File: src/rtl/proc2_feeder.sv
// ============================================================================
// proc2_feeder
// ----------------------------------------------------------------------------
// Program sequencer for the proc2 datapath. It fetches 9-bit instruction
// words from a synchronous program memory and drives the processor's Run/Done
// handshake, one instruction at a time. For an mvi instruction (opcode 001)
// the following memory word is fetched as the immediate. That word is
// presented on DIN one edge after the instruction word, which lines it up
// with the processor's T1 step. Opcode 111 halts the sequencer.
//
// Parameters
//   ADDR_W  program memory address width; the PC wraps modulo 2**ADDR_W
//   TMO     watchdog limit in EXEC cycles (watchdog build only)
//
// Ports
//   Clock    in   1       single clock, rising edge
//   Resetn   in   1       asynchronous, active-low reset
//   Start    in   1       level; starts execution from IDLE or HALTED
//   MemAddr  out  ADDR_W  program memory address (always the PC), registered
//   MemData  in   9       program memory read data, valid one cycle after
//                         MemAddr changes
//   DIN      out  9       word presented to the processor, registered
//   Run      out  1       request to the processor, registered
//   Done     in   1       processor instruction-complete pulse
//   Busy     out  1       high in every state except IDLE and HALTED
//   Halted   out  1       high in HALTED
//   Err      out  1       sticky watchdog error; constant 0 without watchdog
//
// Build option
//   FEEDER_TIMEOUT_EN  when defined, a watchdog counts EXEC cycles. If TMO
//                      cycles pass without Done, it raises Err, drops Run and
//                      halts. Err clears on Start or reset.
// ============================================================================
module proc2_feeder #(
   parameter int ADDR_W = 5,
   parameter int TMO    = 15
) (
   input  logic              Clock,
   input  logic              Resetn,
   input  logic              Start,
   output logic [ADDR_W-1:0] MemAddr,
   input  logic [8:0]        MemData,
   output logic [8:0]        DIN,
   output logic              Run,
   input  logic              Done,
   output logic              Busy,
   output logic              Halted,
   output logic              Err
);

   typedef enum logic [3:0] {
      S_IDLE, S_RD_I, S_LD_I, S_RD_M, S_LD_M,
      S_ISSUE, S_EXEC, S_GAP, S_HALTED
   } state_t;

   localparam logic [2:0] OP_MVI  = 3'b001;
   localparam logic [2:0] OP_HALT = 3'b111;

   state_t            state_q, state_d;
   logic [ADDR_W-1:0] pc_q;
   logic [8:0]        instr_q, imm_q, din_q, din_d;
   logic              run_q, run_d;
   logic              pc_clear, pc_inc, load_instr, load_imm;
   logic              is_mvi;
   logic              timeout;

   assign is_mvi = (instr_q[8:6] == OP_MVI);

   always_ff @(posedge Clock or negedge Resetn) begin
      if (!Resetn) state_q <= S_IDLE;
      else         state_q <= state_d;
   end

   // The DIN and Run values are worked out from the state being entered, so
   // the registered outputs are already valid during that state. On the way
   // into ISSUE straight from LD_I, INSTR has not been written yet, so the
   // word is taken directly from MemData.
   always_comb begin
      state_d    = state_q;
      pc_clear   = 1'b0;
      pc_inc     = 1'b0;
      load_instr = 1'b0;
      load_imm   = 1'b0;
      din_d      = din_q;
      case (state_q)
         S_IDLE, S_HALTED: begin
            if (Start) begin
               state_d  = S_RD_I;
               pc_clear = 1'b1;
            end
         end
         S_RD_I: state_d = S_LD_I;
         S_LD_I: begin
            load_instr = 1'b1;
            pc_inc     = 1'b1;
            if (MemData[8:6] == OP_HALT)     state_d = S_HALTED;
            else if (MemData[8:6] == OP_MVI) state_d = S_RD_M;
            else                             state_d = S_ISSUE;
         end
         S_RD_M: state_d = S_LD_M;
         S_LD_M: begin
            load_imm = 1'b1;
            pc_inc   = 1'b1;
            state_d  = S_ISSUE;
         end
         S_ISSUE: state_d = S_EXEC;
         S_EXEC: begin
            if (Done)         state_d = S_GAP;
            else if (timeout) state_d = S_HALTED;
         end
         S_GAP:   state_d = S_RD_I;
         default: state_d = S_IDLE;
      endcase

      if (state_d == S_ISSUE)
         din_d = load_instr ? MemData : instr_q;
      else if (state_d == S_EXEC && state_q == S_ISSUE)
         din_d = is_mvi ? imm_q : instr_q;

      run_d = (state_d == S_ISSUE) || (state_d == S_EXEC);
   end

   // Datapath registers: PC, latched instruction and immediate, and the
   // registered processor-facing outputs.
   always_ff @(posedge Clock or negedge Resetn) begin
      if (!Resetn) begin
         pc_q    <= '0;
         instr_q <= '0;
         imm_q   <= '0;
         din_q   <= '0;
         run_q   <= 1'b0;
      end else begin
         if (pc_clear)    pc_q <= '0;
         else if (pc_inc) pc_q <= pc_q + ADDR_W'(1);
         if (load_instr)  instr_q <= MemData;
         if (load_imm)    imm_q   <= MemData;
         din_q <= din_d;
         run_q <= run_d;
      end
   end

`ifdef FEEDER_TIMEOUT_EN
   localparam int              CNT_W    = $clog2(TMO + 1);
   localparam logic [CNT_W-1:0] CNT_LAST = CNT_W'(TMO - 1);

   logic [CNT_W-1:0] wd_cnt_q;
   logic             err_q;

   // The count value is the number of EXEC cycles already completed. The
   // watchdog fires on the edge that closes cycle number TMO. A Done sampled
   // on that same edge still wins.
   assign timeout = (state_q == S_EXEC) && (wd_cnt_q == CNT_LAST);

   // The counter restarts on every entry to ISSUE. Err can only be set on the
   // way out of EXEC, and Start is only honoured in IDLE or HALTED, so the
   // clear and the set never compete.
   always_ff @(posedge Clock or negedge Resetn) begin
      if (!Resetn) begin
         wd_cnt_q <= '0;
         err_q    <= 1'b0;
      end else begin
         if (state_d == S_ISSUE)                         wd_cnt_q <= '0;
         else if (state_q == S_EXEC && !timeout)         wd_cnt_q <= wd_cnt_q + CNT_W'(1);
         if (Start && (state_q == S_IDLE || state_q == S_HALTED)) err_q <= 1'b0;
         else if (state_q == S_EXEC && !Done && timeout) err_q <= 1'b1;
      end
   end

   assign Err = err_q;
`else
   // TMO has no role without the watchdog; this only keeps it referenced.
   logic unused_tmo;
   assign unused_tmo = ^TMO;
   assign timeout    = 1'b0;
   assign Err        = 1'b0;
`endif

   assign MemAddr = pc_q;
   assign DIN     = din_q;
   assign Run     = run_q;
   assign Busy    = (state_q != S_IDLE) && (state_q != S_HALTED);
   assign Halted  = (state_q == S_HALTED);

endmodule
File: config.mk
export PLATFORM = sky130hd
export DESIGN_NAME = proc2_feeder
export DESIGN_NICKNAME = d
export VERILOG_FILES = /design/src/rtl/proc2_feeder.sv
export SDC_FILE = /design/constraint.sdc
export NUM_CORES = 1
export LEC_CHECK = 0
export BUFFER_PORTS_ARGS = -buffer_cell sky130_fd_sc_hd__buf_2
export CAP_MARGIN = 20
export CORE_MARGIN = 4
export CORE_UTILIZATION = 39
export CTS_BUF_LIST = sky130_fd_sc_hd__clkbuf_8
export CTS_CLUSTER_DIAMETER = 150
export DETAILED_ROUTE_END_ITERATION = 7
export SYNTH_ARGS = -nofsm -noshare
export SYNTH_HDL_FRONTEND = slang
export SYNTH_SLANG_ARGS = --single-unit
File: constraint.sdc
create_clock -name Clock -period 2.19 [get_ports Clock]
set_input_delay 0.1095 -clock Clock [delete_from_list [all_inputs] [get_ports Clock]]
set_output_delay 0.1095 -clock Clock [all_outputs]
set_load 0.01 [all_outputs]
Word level (Yosys, flattened, before mapping):

Index checks and enable logic that the tools add are counted.

* add/sub/neg operators: 1
* equality and inequality tests: 14
* muxes and demuxes: 16
* reductions and logical operators: 9

Operator list (count)
* two-way mux 9 bit: 4
* one-hot mux 4 bit (8 select lines): 1
* == test 4 x 3 -> 1 bit, second input constant: 6
* two-way mux 4 bit: 3
* two-way mux 5 bit: 2
* == test 4 x 2 -> 1 bit, second input constant: 2
* == test 3 x 1 -> 1 bit, second input constant: 2
* adder 5 x 1 -> 5 bit, second input constant: 1
* two-way mux 1 bit: 5
* == test 4 x 1 -> 1 bit, second input constant: 1
* == test 4 bit, second input constant: 1
* zero test 4 bit: 1
* inequality test 4 bit, second input constant: 1
* nonzero test 2 bit: 2
* nonzero test 4 bit: 1
* OR reduction 2 bit: 2
* == test 3 bit, second input constant: 1
* two-way mux 3 bit: 1
* logical AND 1 bit: 2
* logical OR 1 bit: 1

* bits in registers: 37
* input port bits: 13
* output and inout bits: 18

Depth between registers and ports, before layout:

Gate-level depths: netlist (run 1).

* word-level depth: 8
* depth in mapped cells: 8
* gate-level depth less buffers: 5

Worst setup path before layout (run 1):

No wires, ideal clock.

* path type: register to register
* start: reg state_q[2]
* end: reg din_q[4], in the netlist DIN[4]
* library setup time: 0.125 ns
* arrival time: 1.786 ns
* required time: 2.065 ns
* setup slack: 0.279 ns
* stages on the path, launching flop included: 6
* period minus slack after synthesis: 1.911 ns
* path through: dfrtp_1 buf_6 nor4b_4 buf_2 mux2_1 mux2_4

* longest elaborated chain between the ends: 6
* elaborated cells between the ends (all ways): 20
* classes of those cells: eq/ne (10); mux (6); reduce/logical (4)

Ends and longest elaborated chain
* start: declaration: RTL line 59 `state_t state_q, state_d;`
* start signal: assignment: RTL line 71 `else state_q <= state_d;`
* == test 4 bit or zero test 4 bit (tied branches): RTL line 85 `case (state_q)`
* OR reduction 2 bit: RTL line 85
* one-hot mux 4 bit (8 select lines): RTL line 85
* == test 4 x 3 -> 1 bit: RTL line 117 `else if (state_d == S_EXEC && state_q == S_ISSUE)`
* logical AND 1 bit: RTL line 117
* nonzero test 2 bit (no line)
* end signal: assignment: RTL line 137 `din_q <= din_d;`
* end: declaration: RTL line 61 `logic [8:0] instr_q, imm_q, din_q, din_d;`

Several ways; a longest one is shown, not always the timed one.
A chain may end at the register's enable or synchronous reset.

Worst setup path in the final report (run 1):

* start: reg state_q[0]
* end: reg din_q[5], in the netlist DIN[5]

The elaborated chain is that of the path after synthesis.

==> impl_results.md, run 1 <==
* Status: finished clean
* Number of max-cap violations at 0
* Core area at 0.00469 mm^2
* Final net count at 206
* Simple logic cell fraction of the synthesized area at 12.8%
* Combined area of the multi-input logic cells at 876 um^2
* Cells after Synth at 159
* Via count at 1311
* Die Ht at 77.5 um
* Post-CTS sizing at 0
* Initial DRC Count at 48
* Setup Skew at 0.00555 ns
* CTS max path bufs at 2
* Post-synth ARST share at 100%
* Most common cell in the synthesized netlist: dfrtp_1
* IO Port Bufs at 29
* Worst Min Path Start: MemData[4]
* Tot Pwr at 3.44 mW
* Commonest cells in the netlist: dfrtp_1, mux2_1, nand2_1
* Setup TNS Final at 0 ns
* Vias in the first global route at 1460
* Root buffer cell: clkbuf_8
* Ys Warns at 0
* Adder-Cell Fraction of Synth Area at 0.664%
* #FFs+latches synth at 37
* Seq/Total Area, Yosys at 49.2%
* # IOs at 31
* Depth of the worst register-to-register path at 6
* Die area at 0.00600 mm^2
* Cell variety after synth at 40
* Initial antenna violation count at 0
* Largest family of logic cells by synthesized area: multiplexers
* Slew at the pin with the worst max-slew slack at 0.823 ns
* Hold Path Sink: imm_q[4]
* Inst Count DP at 238
* CTS tree: yes
* Mean post-synth cell area at 11.8 um^2
* Post-layout min period at 2.00 ns
* Tot GR Track Use at 14.5%
* Design area at 0.00219 mm^2
* Mux share of post-synthesis cell area at 21.1%
* Final non-filler cell total at 246
* Main area contributors after synthesis: dfrtp_1, mux2_1, mux2_2, mux2_4, mux2i_1
* Area after DPL at 0.00210 mm^2
* Pwr Density at 1570 mW/mm^2
* Initial core utilization at 40.1%
* Placer Congestion at 0.854
* Inserted Clock Buffers at 5
* Fin. Hold Viols at 0
* Max incr delay on CP at 0.53 ns
* Wire per inst at 15.7 um
* Compound-gate portion of the synthesized area at 9.57%
* Vias/cell at 5.33
* Detail Route Antenna Nets at 0
* Startpoint types: flop
* Worst reg2reg path startpoint: state_q[0]
* Cell breakdown of the critical path: nand2_1, mux2_4, a2bb2oi_2, o2111ai_4, buf_12, mux2_2
* Layout cells sized above 1 at 33.3%
* Worst min-delay path class: in -> reg
* Worst Path Max Fanout at 9
* Syn Nets at 173
* Critical Path Sink Type: flop
* DP HPWL at 2800 um
* Total wire length at 3850 um
* Final setup violation count at 0
* Netlist Area Pre-Place at 0.00188 mm^2
* Commonest register cell after synthesis: dfrtp_1
* Largest net degree at the start of global routing at 38
* H-Tree Depth at 2
* Cell taking the most area after synthesis: dfrtp_1
* WP data arrival at 2.17 ns
* CP Class: reg -> reg
* Fill count at 431
* Reg area at 926 um^2
* Drt drc at 0
* R2R Path End: DIN[5]
* # diodes at 0
* Post-route clock period utilization at 91.3%
* Worst reg2reg setup slack at 0.19 ns
* First-pass GRT wire length at 6940 um
* Hold path cells at 2
* Std-Cell Rows at 25
* RSZ-0062 raised after global routing: false
* Leak at 1.03 nW
* First drt pass iteration count at 4
* Synth top area share at 49.2%
* Clock Latency Late Sink at 0.28 ns
* Post-synth EDFFs at 0
* XOR/XNOR Fraction of Synth Area at 1.86%
* CTS clk-pin slew, worst paths at 0.07 ns
* GR Overflow Total at 0
* Crit path max-delay cell type: dfrtp_1
* Clock sink total at 37
* Max-slew violations at 0
* Worst IR Drop VDD at 0.586 mV
* Max-slew headroom at 45.2%
* Area Growth Syn to Fin at 16.5%
* Maximum clock frequency at 500 MHz
* Die Wd at 77.5 um
* CP required at 2.36 ns
## sequential cells by signal, summed over array words and instances, names as in the netlist
name	cells
DIN	9
Run	1
instr_q	9
imm_q	9
state_q	4
MemAddr	5
## timing repair
item | 4_1_cts | 5_1_grt
endpoints found under the hold margin | 37 | 0
buffers inserted | 0 | 0
hold buffers | 1 | 0
## cell type report
type                            instances  share of cell area (%)
Clock inverter                          1                   0.171
Tap cell                               54                    3.08
Clock buffer                            6                    3.76
Multi-Input combinational cell        106                    39.9
Timing Repair Buffer                   37                    10.0
Sequential cell                        37                    42.2
Inverter                                5                   0.855
## worst max-delay path by stage
stage	to	slack, ns	depth (start not counted)	from
final	DIN[5]	0.19	6	state_q[0]
after CTS	DIN[5]	0.17	6	state_q[0]
after floorplan	DIN[4]	0.28	5	state_q[2]
after global routing	MemAddr[3]	0.09	6	state_q[3]
after global placement	DIN[6]	0.26	6	state_q[0]
after detailed placement	DIN[5]	0.19	6	state_q[0]
## layer usage
| layer | GRT usage, % | wire, um | vias to the layer above |
|---|---|---|---|
| met4 | 6.23 | 41 | 0 |
| met2 | 23.6 | 1890 | 34 |
| met3 | 4.41 | 228 | 6 |
| met5 | 0 | 0 | - |
| li1 | - | - | 615 |
| met1 | 17.9 | 1690 | 656 |
## power by group
group	switching [mW]	internal [mW]	total, mW
combinational	0.795	0.896	1.69
sequential	0.252	1.02	1.28
clock	0.223	0.245	0.468
## stage by stage
stage	hold slack, ns	worst slack, ns	util (%)
2_1_floorplan	-0.186	0.279	-
3_3_place_gp	0.241	0.263	44.7
3_5_place_dp	0.262	0.189	44.7
4_1_cts	0.0443	0.172	46.8
5_1_grt	0.0579	0.0899	46.8
6_report	0.0605	0.190	46.8
## critical path: cells and delay by family (launching register included)
family                 cells  cell delay [ns]
AO/OA/AOI/OAI              2             0.41
buffers and inverters      1             0.17
flip-flops                 1             0.53
multiplexers               2             0.66
AND/OR/NAND/NOR            1             0.12
## cell families after synthesis
kind of cell / Yosys count
flip-flops: 37
XOR/XNOR: 4
AND/OR/NAND/NOR: 41
other: 1
multiplexers: 34
buffers and inverters: 16
AO/OA/AOI/OAI: 25
adder cells (fa/ha/maj): 1
## layout by cell type (no fill, tap or decap), types with 7 or more instances in the layout
master,Yosys,routed
mux2_2,8,8
buf_2,1,29
nor2_1,9,9
o21ai_0,10,10
mux2i_1,7,7
nand2_1,12,12
mux2_1,13,13
dfrtp_1,37,37
Power figures use the tool's default switching activity.
==> run 2: changes to the inputs <==
--- a/config.mk
+++ b/config.mk
@@ -9,9 +9,10 @@
 export CAP_MARGIN = 20
 export CORE_MARGIN = 4
 export CORE_UTILIZATION = 39
-export CTS_BUF_LIST = sky130_fd_sc_hd__clkbuf_8
+export CTS_BUF_LIST = sky130_fd_sc_hd__clkbuf_4
 export CTS_CLUSTER_DIAMETER = 150
 export DETAILED_ROUTE_END_ITERATION = 7
+export PLACE_DENSITY_LB_ADDON = 0.15
 export SYNTH_ARGS = -nofsm -noshare
 export SYNTH_HDL_FRONTEND = slang
 export SYNTH_SLANG_ARGS = --single-unit
==> constraint.sdc (replaced) <==
create_clock -name Clock -period 1.78 [get_ports Clock]
set_input_delay 0.089 -clock Clock [delete_from_list [all_inputs] [get_ports Clock]]
set_output_delay 0.089 -clock Clock [all_outputs]
set_load 0.01 [all_outputs]
==> run 2 against run 1 <==
Effect of this change: non-clock buffer count is 24 higher; via count rose by 4.8%; largest cell class unchanged; the run now ends with setup timing left; total power increased by 37%.
==> impl_results.md, run 2 (synthesis results as in run 1) <==
* Clock power share at 11.9% (was 13.6%)
* Worst reg2reg path startpoint: state_q[2] (was state_q[0])
* GR Overflow Total at 0 (unchanged)
* First-pass GRT wire length at 7050 um (was 6940 um)
* Largest net degree at the start of global routing at 23 (was 38)
* Max-slew violations at 0 (unchanged)
* Status: finished, violations left (was finished clean)
* Fin. Hold Viols at 0 (unchanged)
* Internal Power at 3.04 mW (was 2.17 mW)
* Worst reg2reg setup slack at -0.11 ns (was 0.19 ns)
* Worst Min Path Start: MemData[6] (was MemData[4])
* CP Class: reg -> reg (unchanged)
* Design area at 0.00247 mm^2 (was 0.00219 mm^2)
* CTS tree: yes (unchanged)
* H-Tree Depth at 2 (unchanged)
* Final setup violation count at 9 (was 0)
* CTS max path bufs at 2 (unchanged)
* Met3 usage at 4.06% (was 4.41%)
* Net Sw Frac at 35.4% (was 37.0%)
* # IOs at 31 (unchanged)
* Gr busiest metal: met2 (unchanged)
* Post-layout min period at 1.89 ns (was 2.00 ns)
* CTS clk-pin slew, worst paths at 0.10 ns (was 0.07 ns)
* Core area at 0.00469 mm^2 (unchanged)
* Met1 Track Usage GR at 18.0% (was 17.9%)
* Worst IR Drop VDD at 0.969 mV (was 0.586 mV)
* Maximum clock frequency at 528 MHz (was 500 MHz)
* Vias in the first global route at 1464 (was 1460)
* Final worst slack at -0.113 ns (was 0.190 ns)
* DP HPWL at 3010 um (was 2800 um)
* Wire per inst at 15.0 um (was 15.7 um)
* Sequential Power Share at 33.2% (was 37.2%)
* Failing checks: setup timing
* IO Port Bufs at 29 (unchanged)
* Met2 GRT Util at 25.6% (was 23.6%)
* First drt pass iteration count at 4 (unchanged)
* Slew at the pin with the worst max-slew slack at 0.504 ns (was 0.823 ns)
* Die Ht at 77.5 um (unchanged)
* Pwr Density at 1900 mW/mm^2 (was 1570 mW/mm^2)
* Total wire length at 4050 um (was 3850 um)
* Startpoint types: flop (unchanged)
* Tot GR Track Use at 15.1% (was 14.5%)
* Clock Latency Late Sink at 0.33 ns (was 0.28 ns)
* Root buffer cell: clkbuf_4 (was clkbuf_8)
* Die Wd at 77.5 um (unchanged)
* Most frequent cells in the layout: dfrtp_1, buf_2, buf_4 (was dfrtp_1, buf_2, mux2_1)
* Leak at 1.16 nW (was 1.03 nW)
* Depth of the worst register-to-register path at 8 (was 6)
* Worst Path Max Fanout at 9 (unchanged)
* Vias/cell at 5.07 (was 5.33)
* Clock sink total at 37 (unchanged)
* Setup Skew at 0.00549 ns (was 0.00555 ns)
* Drt drc at 0 (unchanged)
* Inserted Clock Buffers at 5 (unchanged)
* WP data arrival at 2.12 ns (was 2.17 ns)
* Initial antenna violation count at 0 (unchanged)
* Critical Path Sink Type: flop (unchanged)
* Initial core utilization at 40.1% (unchanged)
* Placer Congestion at 0.762 (was 0.854)
* Net Sw Power at 1.66 mW (was 1.27 mW)
* Post-route clock period utilization at 106% (was 91.3%)
* Area Growth Syn to Fin at 31.0% (was 16.5%)
* Layout cells sized above 1 at 41.5% (was 33.3%)
* Number of max-cap violations at 0 (unchanged)
* Initial DRC Count at 13 (was 48)
* R2R Path End: DIN[3] (was DIN[5])
* Final net count at 230 (was 206)
* Hold path cells at 2 (unchanged)
* Std-Cell Rows at 25 (unchanged)
* Via count at 1374 (was 1311)
* Fin Hold WS at 0.0802 ns (was 0.0605 ns)
* # diodes at 0 (unchanged)
* Hold Path Sink: imm_q[6] (was imm_q[4])
* Tot Pwr at 4.70 mW (was 3.44 mW)
* Commonest non-fill, non-tap cell in the layout: dfrtp_1 (unchanged)
* Gate power share at 54.9% (was 49.2%)
* Worst min-delay path class: in -> reg (unchanged)
* CP required at 2.00 ns (was 2.36 ns)
* Die area at 0.00600 mm^2 (unchanged)
* Area after DPL at 0.00222 mm^2 (was 0.00210 mm^2)
* RSZ-0062 raised after global routing: true (was false)
* Max-slew headroom at 66.4% (was 45.2%)
* Detail Route Antenna Nets at 0 (unchanged)
[run 2: changes by cell type in the layout (fill, tap and decap cells not counted), moves of 3 or more]
cell,change
buf_4,+13
dfrtp_1,-4
dfrtp_2,+4
mux2_2,-3
dlygate4sd3_1,+7
mux2_4,+3
clkbuf_4,+5
clkbuf_8,-6
[run 2: per-stage QoR]
step                      utilization [%]  worst slack (ns)  setup TNS, ns  std cells
after floorplan                         -            -0.114         -0.911        159
after global placement               47.3            -0.109          -1.07        251
after detailed placement             47.3            -0.147          -1.42        251
after CTS                            50.9            -0.118          -1.44        268
after global routing                 52.6            -0.165          -1.45        271
final                                52.6            -0.113         -0.901        271
[run 2: cell type report]
| type | instances | area (um^2) |
|---|---|---|
| flip-flops and latches | 37 | 931 |
| clock buffers | 5 | 37.5 |
| multi-input cells | 106 | 920 |
| repair buffers | 61 | 450 |
| well taps | 54 | 67.6 |
| fillers | 428 | 2230 |
| clock inverters | 3 | 41.3 |
| inverters | 5 | 18.8 |
[run 2: how the worst max path moves through the flow]
stage | cells past startpoint | slack, ns | start | endpoint
CTS | 6 | -0.12 | state_q[2] | DIN[6]
finish | 8 | -0.11 | state_q[2] | DIN[3]
floorplan | 5 | -0.11 | state_q[0] | DIN[0]
global placement | 6 | -0.11 | state_q[2] | DIN[6]
global route | 8 | -0.16 | state_q[2] | DIN[6]
detailed placement | 6 | -0.15 | state_q[2] | DIN[6]
[run 2: routing by layer]
metal | wire (um) | vias to the layer above
met1 | 1770 | 675
met4 | 53 | 0
li1 | - | 670
met5 | 0 | -
met3 | 169 | 4
met2 | 2060 | 25
[run 2: what timing repair did]
action	4_1_cts	5_1_grt
endpoints found under the setup margin	20	24
gates resized for setup	3	9
pin swaps	0	3
endpoints found under the hold margin	27	0
gates cloned	0	0
hold buffers	8	0
buffers inserted	1	3
[run 2: critical path, stage by stage, from the launching register on]
cell and delay (ns):
dfrtp_2 0.47, buf_4 0.16, nor4b_4 0.21, buf_4 0.18
a21oi_2 0.07, o21ai_4 0.08, o2111ai_4 0.15, buf_12 0.18
mux2_4 0.29
[run 2: power groups by stage]
stage	Sequential, mW	Combinational [mW]	Clock, mW
after CTS	1.56	2.45	0.586
final	1.56	2.58	0.559
after detailed placement	1.57	2.41	0
after global placement	1.55	2.35	0
after floorplan	1.54	1.62	0
after global routing	1.61	2.85	0.630
==> run 3: changes to the inputs <==
==> constraint.sdc (replaced) <==
create_clock -name Clock -period 2.1 [get_ports Clock]
set_input_delay 0.105 -clock Clock [delete_from_list [all_inputs] [get_ports Clock]]
set_output_delay 0.105 -clock Clock [all_outputs]
set_load 0.01 [all_outputs]
==> run 3 against run 2 <==
Effect of this change: the run now ends clean; worst hold slack better by 0.0064 ns; combinational power is 31% lower; wire length decreased by 9.2%; global-route usage fell by 1.3 points; fmax shrank 3.9%; largest power group unchanged; highest routed layer unchanged.
==> impl_results.md, run 3 (synthesis results as in run 1) <==
* Slew at the pin with the worst max-slew slack at 0.814 ns (was 0.504 ns)
* Tot GR Track Use at 13.8% (was 15.1%)
* Post-layout min period at 1.97 ns (was 1.89 ns)
* Most frequent cells in the layout: dfrtp_1, buf_2, mux2_1 (was dfrtp_1, buf_2, buf_4)
* Maximum clock frequency at 508 MHz (was 528 MHz)
* Max incr delay on CP at 0.50 ns (was 0.47 ns)
* Die area at 0.00600 mm^2 (unchanged)
* CP Class: reg -> reg (unchanged)
* First drt pass iteration count at 4 (unchanged)
* Worst IR Drop VDD at 0.709 mV (was 0.969 mV)
* Inserted Clock Buffers at 5 (unchanged)
* Final Core Density at 47.8% (was 52.6%)
* DP HPWL at 2690 um (was 3010 um)
* Startpoint types: flop (unchanged)
* RSZ-0062 raised after global routing: false (was true)
* WP data arrival at 2.20 ns (was 2.12 ns)
* Initial antenna violation count at 0 (unchanged)
* Pwr Density at 1540 mW/mm^2 (was 1900 mW/mm^2)
* CTS tree: yes (unchanged)
* Total wire length at 3680 um (was 4050 um)
* Post-route clock period utilization at 93.8% (was 106%)
* CTS max path bufs at 2 (unchanged)
* Max-slew violations at 0 (unchanged)
* Wire per inst at 14.4 um (was 15.0 um)
* Reg area at 926 um^2 (was 931 um^2)
* Std-Cell Rows at 25 (unchanged)
* Detail Route Antenna Nets at 0 (unchanged)
* Buf/Inv on CP at 2 (was 3)
* Vias in the first global route at 1373 (was 1464)
* First-pass GRT wire length at 6590 um (was 7050 um)
* Drt drc at 0 (unchanged)
* Largest net degree at the start of global routing at 38 (was 23)
* Final setup violation count at 0 (was 9)
* Commonest non-fill, non-tap cell in the layout: dfrtp_1 (unchanged)
* Setup TNS Final at 0 ns (was -0.901 ns)
* # diodes at 0 (unchanged)
* Initial core utilization at 40.1% (unchanged)
* H-Tree Depth at 2 (unchanged)
* Critical Path Sink Type: flop (unchanged)
* Fin. Hold Viols at 0 (unchanged)
* Fill count at 457 (was 428)
* Setup Skew at 0.00850 ns (was 0.00549 ns)
* # IOs at 31 (unchanged)
* Root buffer cell: clkbuf_4 (unchanged)
* Status: finished clean (was finished, violations left)
* CP delay by family, top: flip-flops (was buffers and inverters)
* Via count at 1272 (was 1374)
* Max-slew headroom at 45.8% (was 66.4%)
* IO Port Bufs at 29 (unchanged)
* Number of max-cap violations at 0 (unchanged)
* Post-CTS sizing at 0 (was 3)
* Crit path max-delay cell type: dfrtp_1 (was dfrtp_2)
* Vias/cell at 4.97 (was 5.07)
* GR Overflow Total at 0 (unchanged)
* Clock sink total at 37 (unchanged)
* Core area at 0.00469 mm^2 (unchanged)
* Combined area of the multi-input logic cells at 876 um^2 (was 920 um^2)
* CTS clk-pin slew, worst paths at 0.10 ns (about the same)
* Clock Latency Late Sink at 0.34 ns (was 0.33 ns)
* Final net count at 215 (was 230)
* Area Growth Syn to Fin at 19.1% (was 31.0%)
* Leak at 1.05 nW (was 1.16 nW)
* Cell breakdown of the critical path: nor4b_4, buf_4, a2bb2oi_2, o2111ai_4, buf_12, mux2_2 (was buf_4, nor4b_4, buf_4, a21oi_2, o21ai_4, o2111ai_4, buf_12, mux2_4)
* Die Ht at 77.5 um (unchanged)
* Layout cells sized above 1 at 32.7% (was 41.5%)
* Worst Path Max Fanout at 9 (unchanged)
* Worst min-delay path class: in -> reg (unchanged)
* Die Wd at 77.5 um (unchanged)
* Placer Congestion at 0.805 (was 0.762)
* Initial DRC Count at 38 (was 13)
* CP required at 2.33 ns (was 2.00 ns)
## run 3: cell types whose count changed in the layout (fill, tap and decap cells not counted), moves of 3 or more
cell	delta
buf_4	-11
dfrtp_2	-4
dfrtp_1	+4
mux2_2	+3
mux2_4	-3
## run 3: through the flow
stage / hold WS (ns) / std cells / worst slack, ns / power (mW) / cell area, um^2
final: 0.0866 / 256 / 0.131 / 3.45 / 2240
after floorplan: -0.191 / 159 / 0.189 / 2.62 / 1880
after CTS: 0.00353 / 254 / 0.0904 / 3.50 / 2230
after detailed placement: 0.250 / 239 / 0.105 / 3.13 / 2110
after global routing: 0.0652 / 256 / 0.0472 / 3.77 / 2240
after global placement: 0.245 / 239 / 0.165 / 3.07 / 2110
## run 3: worst paths after layout
kind / slack (ns) / from / to / cells past startpoint
worst max-delay path: 0.13 / state_q[2] / DIN[5] / 6
worst min-delay path: 0.09 / MemData[6] / imm_q[6] / 2
worst max register to register: 0.13 / state_q[2] / DIN[5] / 6
worst min register to register: 0.50 / imm_q[4] / imm_q[4] / 1
max in group asynchronous: 1.20 / Resetn / imm_q[2] / 2
min in group asynchronous: 0.39 / Resetn / DIN[1] / 2
## run 3: power by group
part	internal [mW]	switching, mW	total, mW
clock	0.121	0.225	0.347
combinational	0.968	0.813	1.78
sequential	1.07	0.258	1.32
total	2.15	1.30	3.45
## run 3: cell type report
class                   instances  area share [%]
well taps                      54            3.01
inverters                       5           0.837
repair buffers                 46            13.6
clock buffers                   5            1.67
clock inverters                 3           0.558
flip-flops and latches         37            41.3
multi-input cells             106            39.0
## run 3: routing by layer
metal	vias up	part of all wire, %	global-route usage (%)
li1	639	-	-
met1	604	47	17.3
met2	23	48	22.2
met3	6	4.6	4.18
met4	0	1.2	5.52
met5	-	0	0
## run 3: timing repair
item,4_1_cts,5_1_grt
hold buffers,7,1
endpoints found under the hold margin,43,1
setup endpoints to repair,0,6
setup buffers,0,1
